===== src/rtl/if_id_queue.sv =====
// Fetch-to-decode decoupling FIFO: one-cycle latency from accept to head, no in->out bypass.
// in_ready is purely registered (count < DEPTH); flush empties the queue and drops a same-cycle push.
module if_id_queue #(
  parameter int              WIDTH     = 32,
  parameter int              DEPTH     = 2,
  parameter logic [WIDTH-1:0] NOP_INSTR = 32'h0000_0013
) (
  input  logic                         clk,
  input  logic                         rst,
  input  logic                         flush,
  input  logic                         in_valid,
  input  logic [WIDTH-1:0]             in_pc,
  input  logic [WIDTH-1:0]             in_instr,
  output logic                         in_ready,
  output logic                         out_valid,
  output logic [WIDTH-1:0]             out_pc,
  output logic [WIDTH-1:0]             out_instr,
  input  logic                         out_ready,
  output logic [$clog2(DEPTH+1)-1:0]   occupancy
);

  localparam int PW = (DEPTH > 1) ? $clog2(DEPTH) : 1;
  localparam int CW = $clog2(DEPTH + 1);
  localparam logic [CW-1:0] DEPTH_C  = CW'(DEPTH);
  localparam logic [PW-1:0] PTR_LAST = PW'(DEPTH - 1);

  logic [WIDTH-1:0] pc_q    [DEPTH];
  logic [WIDTH-1:0] instr_q [DEPTH];

  logic [PW-1:0] rd_q, rd_d;
  logic [PW-1:0] wr_q, wr_d;
  logic [CW-1:0] count_q, count_d;

  logic push;
  logic pop;

  // Explicit wrap so non-power-of-two depths never index past the last entry.
  function automatic logic [PW-1:0] ptr_inc(input logic [PW-1:0] p);
    return (p == PTR_LAST) ? '0 : p + PW'(1);
  endfunction

  assign in_ready  = (count_q < DEPTH_C);
  assign out_valid = (count_q != '0);
  assign occupancy = count_q;
  assign out_pc    = out_valid ? pc_q[rd_q]    : '0;
  assign out_instr = out_valid ? instr_q[rd_q] : NOP_INSTR;

  assign push = in_valid & in_ready;
  assign pop  = out_valid & out_ready;

  always_comb begin
    rd_d    = rd_q;
    wr_d    = wr_q;
    count_d = count_q;
    if (flush) begin
      rd_d    = '0;
      wr_d    = '0;
      count_d = '0;
    end else begin
      if (push) wr_d = ptr_inc(wr_q);
      if (pop)  rd_d = ptr_inc(rd_q);
      case ({push, pop})
        2'b10:   count_d = count_q + CW'(1);
        2'b01:   count_d = count_q - CW'(1);
        default: count_d = count_q;
      endcase
    end
  end

  always_ff @(posedge clk) begin
    if (rst) begin
      rd_q    <= '0;
      wr_q    <= '0;
      count_q <= '0;
    end else begin
      rd_q    <= rd_d;
      wr_q    <= wr_d;
      count_q <= count_d;
    end
  end

  // Storage needs no reset; only entries below count are ever observed.
  always_ff @(posedge clk) begin
    if (!rst && !flush && push) begin
      pc_q[wr_q]    <= in_pc;
      instr_q[wr_q] <= in_instr;
    end
  end

  always_ff @(posedge clk) begin
    if (!rst) begin
      assert (count_q <= DEPTH_C);
      assert (((int'(wr_q) - int'(rd_q) + DEPTH) % DEPTH) == (int'(count_q) % DEPTH));
    end
  end

endmodule


===== config.mk =====
export PLATFORM = sky130hd
export DESIGN_NAME = if_id_queue
export DESIGN_NICKNAME = d
export VERILOG_FILES = /design/src/rtl/if_id_queue.sv
export SDC_FILE = /design/constraint.sdc
export NUM_CORES = 1
export LEC_CHECK = 0
export ABC_AREA = 1
export CORE_ASPECT_RATIO = 0.7
export CORE_MARGIN = 1.5
export CORE_UTILIZATION = 43
export DETAILED_ROUTE_END_ITERATION = 8
export GPL_TIMING_DRIVEN = 0
export PLACE_DENSITY = 0.81
export RECOVER_POWER = 100
export REMOVE_ABC_BUFFERS = 1
export SYNTH_ARGS = -nofsm -noshare
export SYNTH_HDL_FRONTEND = slang
export SYNTH_SLANG_ARGS = --single-unit

===== constraint.sdc =====
create_clock -name clk -period 6.1 [get_ports clk]
set_input_delay 1.22 -clock clk [delete_from_list [all_inputs] [get_ports clk]]
set_output_delay 1.22 -clock clk [all_outputs]
set_load 0.005 [all_outputs]

# Word-level counts from Yosys, hierarchy flattened
# Memory sizes are Yosys's and may differ from the RTL's. A register that Yosys moved wholly into a read port is not among the register bits.
# Cells that the tools add are included.
# op_classes
mux,11
magnitude_cmp,1
add_sub_neg,4
n_bitwise,2
eq_ne,2
reduce_logical,7
# op_table
operator,count
2-to-1 mux 32 bit,2
2-to-1 mux 1 bit,8
case mux 2 bit (2 select lines),1
nonzero test 2 bit,2
adder 1 bit (second input constant),2
adder 2 x 1 -> 2 bit (second input constant),1
AND 1 bit,2
equality test 2 x 1 -> 1 bit (second input constant),1
equality test 2 bit (second input constant),1
logical AND 1 bit,2
logical NOT 1 bit,2
less-than comparator 2 bit (second input constant),1
OR reduction 2 bit,1
subtractor 2 x 1 -> 2 bit (second input constant),1
# totals
ramBits,128
wordCells,32
mem_count,2
reg_bits,4
output_inout_bits,68
in_bits,69
# memory_table
name,depth,word_bits,rd,rd_ports_with_merged_regs,wr,line_no,text
instr_q,2,32,1,1,1,28,logic [WIDTH-1:0] instr_q [DEPTH];
pc_q,2,32,1,1,1,27,logic [WIDTH-1:0] pc_q [DEPTH];

# Logic depth before layout (Yosys ltp)
# Gate-level depths: netlist of run 1.
# depth
ltp_word,5
depth_mapped,8
mapped_depth_nobuf,8

# Least setup slack after synthesis of run 1
# Ideal clock, no wire load.
# synth_path
path_type,input port to flip-flop
start,input port rst
end,"memory instr_q[1][0], enable pin"
path_stages,3
n_path_buf,0
required_ns,5.535
setup_time_ns,0.565
t_arrival_ns,5.801
slack_ns,-0.267
path_cell_list,nor2_1 inv_1 nor3_1
# synth_between
elab_chain_cells,5
# synth_rtl
item,line_no,text
from (decl),9,"input logic rst,"
logical NOT 1 bit,--,
logical AND 1 bit (2 in a row),84,if (!rst && !flush && push) begin
2-to-1 mux 1 bit,84,
2-to-1 mux 1 bit (not written as such),86,instr_q[wr_q] <= in_instr;
to (decl),28,
# Every way passes these cells.

==> run_results.csv, run 1 <==
group,metric,value,unit
run_status,status,"finished, violations left",
run_status,violations,"max-capacitance violations, max-slew violations",
global_routing,grt_max_degree,65,
placement,portBuffers,136,
clocking,cts_resized,0,
power,p_leak,2.69,nW
clocking,path_clk_slew,0.06,ns
cells_and_area,utilization,0.638,
clocking,hold_buffers,0,
worst_hold_path,worstHoldStart,"wr_q",
synthesis,yosysMostFrequentCell,"nand2_1",
floorplanning,dieArea,12500,µm²
synthesis,synth_top_family_by_area,"simple AND/OR/NAND/NOR gates",
setup_path,crit_chain,"inv_1 -> nand2_1 -> a21oi_1 -> dlygate4sd3_1",
synthesis,yosys.area.top_type_share,0.758,
power,p_total,2.30,mW
global_routing,grt_pass1_vias,3536,
placement,place_congestion,0.733,
cells_and_area,regArea,3950,µm²
setup_path,rr_startpoint,"occupancy[1]",
clocking,cts_root_buffer,"clkbuf_16",
global_routing,grt_first_pass_wirelength,17.9,mm
synthesis,synthXorXnorAreaFrac,0,
synthesis,synth.largest_area_cell,"edfxtp_1",
setup_path,r2r_cells,5,
route,drc_errors,0,
setup_path,cp_data_required_time,4.88,ns
route,wl,11.2,mm
setup_path,crit_fanout,64,
synthesis,synth-seq-cells,133,
synthesis,synthArstFlopShare,0,
synthesis,yosysUniqueCellTypes,19,
setup_path,crit_cells,4,
synthesis,muxShareOfSynthArea,0,
power,power.density,320,nW/µm²
sta,hold_viol,0,
worst_hold_path,whs_path_depth,2,
cells_and_area,drive_gt1_frac,0.0657,
setup_path,slowest_delay,1.57,ns
synthesis,syn_area,5070,µm²
global_routing,overflow,0,
sta,rsz0062_at_grt,"false",
clocking,htreeDepth,4,
global_routing,gr-usage-all-layers,0.193,
setup_path,critPathArrivalTime,3.53,ns
clocking,clockBufferDepth,2,
power,peakVddDrop,0.186,mV
sta,maxSlewHeadroom,-0.386,
synthesis,synthCells,376,
worst_hold_path,hold_path_end,"wr_q",
synthesis,yosys_warnings,0,
sta,setup-violations-final,0,
route,avgRoutedWirePerCell,16.3,µm
setup_path,start_kind,"register",
run,drv_cap,3,
clocking,clk_latency,0.41,ns
setup_path,slowest_stage,"inv_1",
synthesis,synthSimpleGateAreaFrac,0.117,
route,drt_iter0_markers,244,
synthesis,synth_common_cells,"nand2_1 (135), edfxtp_1 (128), a21oi_1 (59), buf_4 (9), inv_1 (7)",
synthesis,yosys.area_share.adder,0.00247,
route,vias,3435,
synthesis,synthTopCellsByArea,"edfxtp_1 (76%), nand2_1 (10%), a21oi_1 (5.8%), dfxtp_1 (2.0%), buf_4 (1.3%)",
synthesis,synth-edff-count,128,
setup_path,critPathCaptureType,"output port",
cells_and_area,area_growth,41.4,%
route,dr.pass1.iters,4,
worst_hold_path,hold_class,"reg2reg",
setup_path,reg2reg_slack,3.09,ns
global_routing,antenna_found_initial,2,
clocking,cts_tree,"done",
setup_path,cp_num_buf_inv,2,
route,via_per_inst,4.99,
clocking,postCtsSetupBuffers,0,
floorplanning,die_w,133,µm
placement,hpwl,7.10,mm
sta,worst_slew_pin_slew,2.08,ns
synthesis,yosysSeqAreaShare,0.778,
setup_path,rr_endpoint,"pc_q[1][27]",
floorplanning,ios,137,
floorplanning,die_h,93.9,µm
synthesis,synth-compound-area-share,0.0678,
sta,slew_viol_final,129,
setup_path,critPathKind,"reg2out",
route,ant_nets,0,
cells_and_area,multiInputGateArea,927,µm²
cells_and_area,final_nets,591,
setup_path,critPathTopFamily,"buffers and inverters",
floorplanning,start_util,0.451,
synthesis,syn_area_per_cell,13.5,µm²
floorplanning,design.core.area,11300,µm²
sta,fin_crit_sh,0.779,
sta,fin_skew,0.00629,ns
synthesis,ys.flop_type,"edfxtp_1",
clocking,cts.sinks,133,
sta,fmaxAchievable,210,MHz
floorplanning,rows,32,
sta,post-route-min-period,4.75,ns
clocking,cts_buffers,17,
cells_and_area,nFillCells,830,
## placed cells by master (no fill, tap or decap)
master	Yosys	layout
clkdlybuf4s50_1	0	9
dfxtp_2	0	1
inv_6	0	1
bufinv_16	0	6
nor3_1	1	1
clkinv_2	0	3
nor2_8	1	1
nand2_1	135	135
dfxtp_1	5	4
nand4_1	1	1
inv_1	7	8
clkinv_4	0	3
ha_1	1	1
a21oi_1	59	63
dlygate4sd3_1	0	127
diode_2	0	2
inv_2	2	1
clkbuf_1	0	9
a21oi_2	5	1
nor2_1	5	6
clkbuf_16	0	17
buf_12	0	1
edfxtp_1	128	128
o21ai_0	1	1
nand3_1	5	5
## stage by stage
| stage | cell area, µm² | setup WS [ns] | setup TNS (ns) | hold slack (ns) | cells |
|---|---|---|---|---|---|
| final | 7170 | 1.35 | 0 | 0.477 | 688 |
| after global routing | 7170 | 0.928 | 0 | 0.505 | 687 |
| after CTS | 7280 | 2.04 | 0 | 0.478 | 686 |
| after detailed placement | 6630 | 2.46 | 0 | 0.468 | 655 |
| after global placement | 6480 | -2.99 | -216.57 | 0.448 | 646 |
| after floorplan | 4930 | -0.267 | -17.06 | 0.440 | 357 |
## report_power, final
part           total [mW]  switching [mW]  internal, mW
Sequential           1.03         0.00721          1.02
Clock                1.13           0.368         0.765
Combinational       0.136          0.0650        0.0708
## area by class of cell
cell class              instances  area share
well taps                     153      0.0267
inverters                       9     0.00471
clock inverters                13      0.0321
diodes                          2    0.000698
repair buffers                145       0.197
multi-input cells             215       0.129
flip-flops and latches        133       0.550
clock buffers                  18      0.0598
## worst max-delay path by stage
stage	start	endpoint	slack, ns
after floorplan	rst	instr_q[1][0]	-0.27
after global placement	rst	instr_q[1][28]	-2.99
after detailed placement	register	out_pc[13]	2.46
after CTS	register	out_pc[13]	2.04
after global routing	register	out_pc[3]	0.93
final	register	out_instr[2]	1.35
## worst reg2reg max path, cell delays in order (launching register included)
cell      delay (ns)
dfxtp_1         0.40
inv_2           0.12
nand2_1         0.10
nor3_1          0.87
clkbuf_1        0.56
clkbuf_1        0.58
## registers in the layout, summed over array words and instances (netlist names), named ones only
register	count
wr_q	1
rd_q	1
instr_q	64
occupancy	2
pc_q	64
## metal layers
| layer | track usage | up-vias | wire, µm |
|---|---|---|---|
| li1 | - | 1618 | - |
| met4 | 0.0668 | 0 | 151 |
| met5 | 0 | - | 0 |
| met1 | 0.235 | 1643 | 4780 |
| met3 | 0.0583 | 18 | 845 |
| met2 | 0.330 | 156 | 5470 |
## cell families after synthesis
group | Yosys count
AO/OA/AOI/OAI | 65
buffers and inverters | 28
adder cells (fa/ha/maj) | 1
AND/OR/NAND/NOR | 149
flip-flops | 133
No activity file was read; power rests on OpenSTA's default activity.
==> inputs of run 2 (changes only) <==
clock period = 4.1 ns   (was 6.1 ns; I/O delays follow)
==> run 2 against run 1 <==
  * Sequential share of layout area stayed put
  * Largest power group unchanged
  * Largest cell class unchanged
  * The run still ends with max-capacitance violations, max-slew violations left
  * First-iteration DRC count stayed put
  * Global-route usage unchanged
==> run_results.csv, run 2 (synthesized netlist as in run 1, its figures left out) <==
group,metric,value,unit
worst_hold_path,worstHoldStart,"wr_q",
power,p_leak,2.69,nW
sta,hold_viol,0,
cells_and_area,area_growth,41.4,%
floorplanning,die_h,93.9,µm
route,dr.pass1.iters,4,
route,drc_errors,0,
clocking,cts_buffers,17,
run_status,violations,"max-capacitance violations, max-slew violations",
setup_path,rr_startpoint,"occupancy[1]",
clocking,hold_buffers,0,
cells_and_area,final_nets,591,
setup_path,rr_endpoint,"pc_q[1][27]",
setup_path,critPathKind,"reg2out",
clocking,htreeDepth,4,
power,p_total,3.42,mW
sta,fmaxAchievable,273,MHz
clocking,clockBufferDepth,2,
clocking,cts_root_buffer,"clkbuf_16",
cells_and_area,utilization,0.638,
floorplanning,ios,137,
placement,portBuffers,136,
global_routing,grt_first_pass_wirelength,17.9,mm
floorplanning,design.core.area,11300,µm²
sta,slew_viol_final,64,
route,drt_iter0_markers,244,
setup_path,critPathArrivalTime,2.84,ns
sta,rsz0062_at_grt,"false",
global_routing,overflow,0,
setup_path,start_kind,"register",
setup_path,cp_data_required_time,3.28,ns
cells_and_area,final_cell_mix,"nand2_1 (135), dlygate4sd3_1 (129), edfxtp_1 (128)",
global_routing,grt_max_degree,65,
setup_path,crit_fanout,64,
route,vias,3433,
route,avgRoutedWirePerCell,16.3,µm
run,drv_cap,2,
sta,post-route-min-period,3.66,ns
clocking,path_clk_slew,0.06,ns
placement,place_congestion,0.733,
sta,fin_ws,0.441,ns
worst_hold_path,hold_class,"reg2reg",
setup_path,critPathCaptureType,"output port",
global_routing,antenna_found_initial,2,
global_routing,gr-usage-all-layers,0.193,
floorplanning,dieArea,12500,µm²
placement,hpwl,7.10,mm
worst_hold_path,hold_path_end,"wr_q",
route,via_per_inst,4.99,
setup_path,reg2reg_slack,1.09,ns
route,ant_nets,0,
sta,setup-violations-final,0,
global_routing,grt_pass1_vias,3536,
power,power.density,476,nW/µm²
sta,worst_slew_pin_slew,1.83,ns
clocking,clk_latency,0.41,ns
clocking,cts.sinks,133,
route,wl,11.2,mm
clocking,cts_tree,"done",
power,peakVddDrop,0.276,mV
run_status,status,"finished, violations left",
floorplanning,rows,32,
placement,pre_cts_ws,0.864,ns
sta,maxSlewHeadroom,-0.218,
sta,fin_setup_tns,0,ns
floorplanning,start_util,0.451,
worst_hold_path,whs_path_depth,2,
clocking,cts_resized,0,
sta,fin_skew,0.00629,ns
floorplanning,die_w,133,µm
sta,fin_crit_sh,0.893,
cells_and_area,final_common_cell,"nand2_1",
clocking,postCtsSetupBuffers,0,
setup_path,r2r_cells,5,
cells_and_area,drive_gt1_frac,0.0675,
## run 2: changes by cell type in the layout (fill, tap and decap cells not counted), sizes merged
cell / before / now
clkdlybuf4s50: 9 / 7
dlygate4sd3: 127 / 129
## run 2: how the worst max path moves through the flow
stage / endpoint / slack [ns] / depth (start not counted)
6_report: out_instr[2] / 0.44 / 4
5_1_grt: out_pc[3] / 0.13 / 4
4_1_cts: out_pc[13] / 0.44 / 4
3_5_place_dp: out_pc[13] / 0.86 / 4
3_3_place_gp: instr_q[1][28] / -4.59 / 4
2_1_floorplan: instr_q[1][0] / -1.87 / 3
## run 2: report_power, final
| part | switching (mW) | total (mW) | internal (mW) | leakage [nW] |
|---|---|---|---|---|
| clock | 0.547 | 1.68 | 1.14 | 0.324 |
| sequential | 0.0108 | 1.53 | 1.52 | 1.20 |
| combinational | 0.0967 | 0.201 | 0.104 | 1.16 |
## run 2: area by class of cell
class	count	area (µm²)
Antenna cell	2	5.00
Clock buffer	18	429
Clock inverter	13	230
Fill cell	830	4080
Inverter	9	33.8
Multi-Input combinational cell	215	927
Sequential cell	133	3950
Tap cell	153	191
Timing Repair Buffer	145	1410
## run 2: per-layer routing
| layer | vias to the layer above | global-route usage | routed length (µm) |
|---|---|---|---|
| met4 | 0 | 0.0668 | 151 |
| met1 | 1641 | 0.235 | 4780 |
| met2 | 156 | 0.330 | 5460 |
| li1 | 1618 | - | - |
| met5 | - | 0 | 0 |
| met3 | 18 | 0.0583 | 845 |
## run 2: critical path, cell delays in order (launching register included)
cell and delay (ns):
dfxtp_2 0.53, inv_2 0.92, nand2_1 0.13, a21oi_1 0.24, dlygate4sd3_1 0.60
## run 2: per-stage QoR
| step | cell area (µm²) | instances | hold slack [ns] |
|---|---|---|---|
| 3_3_place_gp | 6480 | 646 | 0.448 |
| 4_1_cts | 7280 | 686 | 0.478 |
| 5_1_grt | 7170 | 687 | 0.505 |
| 3_5_place_dp | 6630 | 655 | 0.468 |
| 6_report | 7170 | 688 | 0.477 |
| 2_1_floorplan | 4930 | 357 | 0.440 |
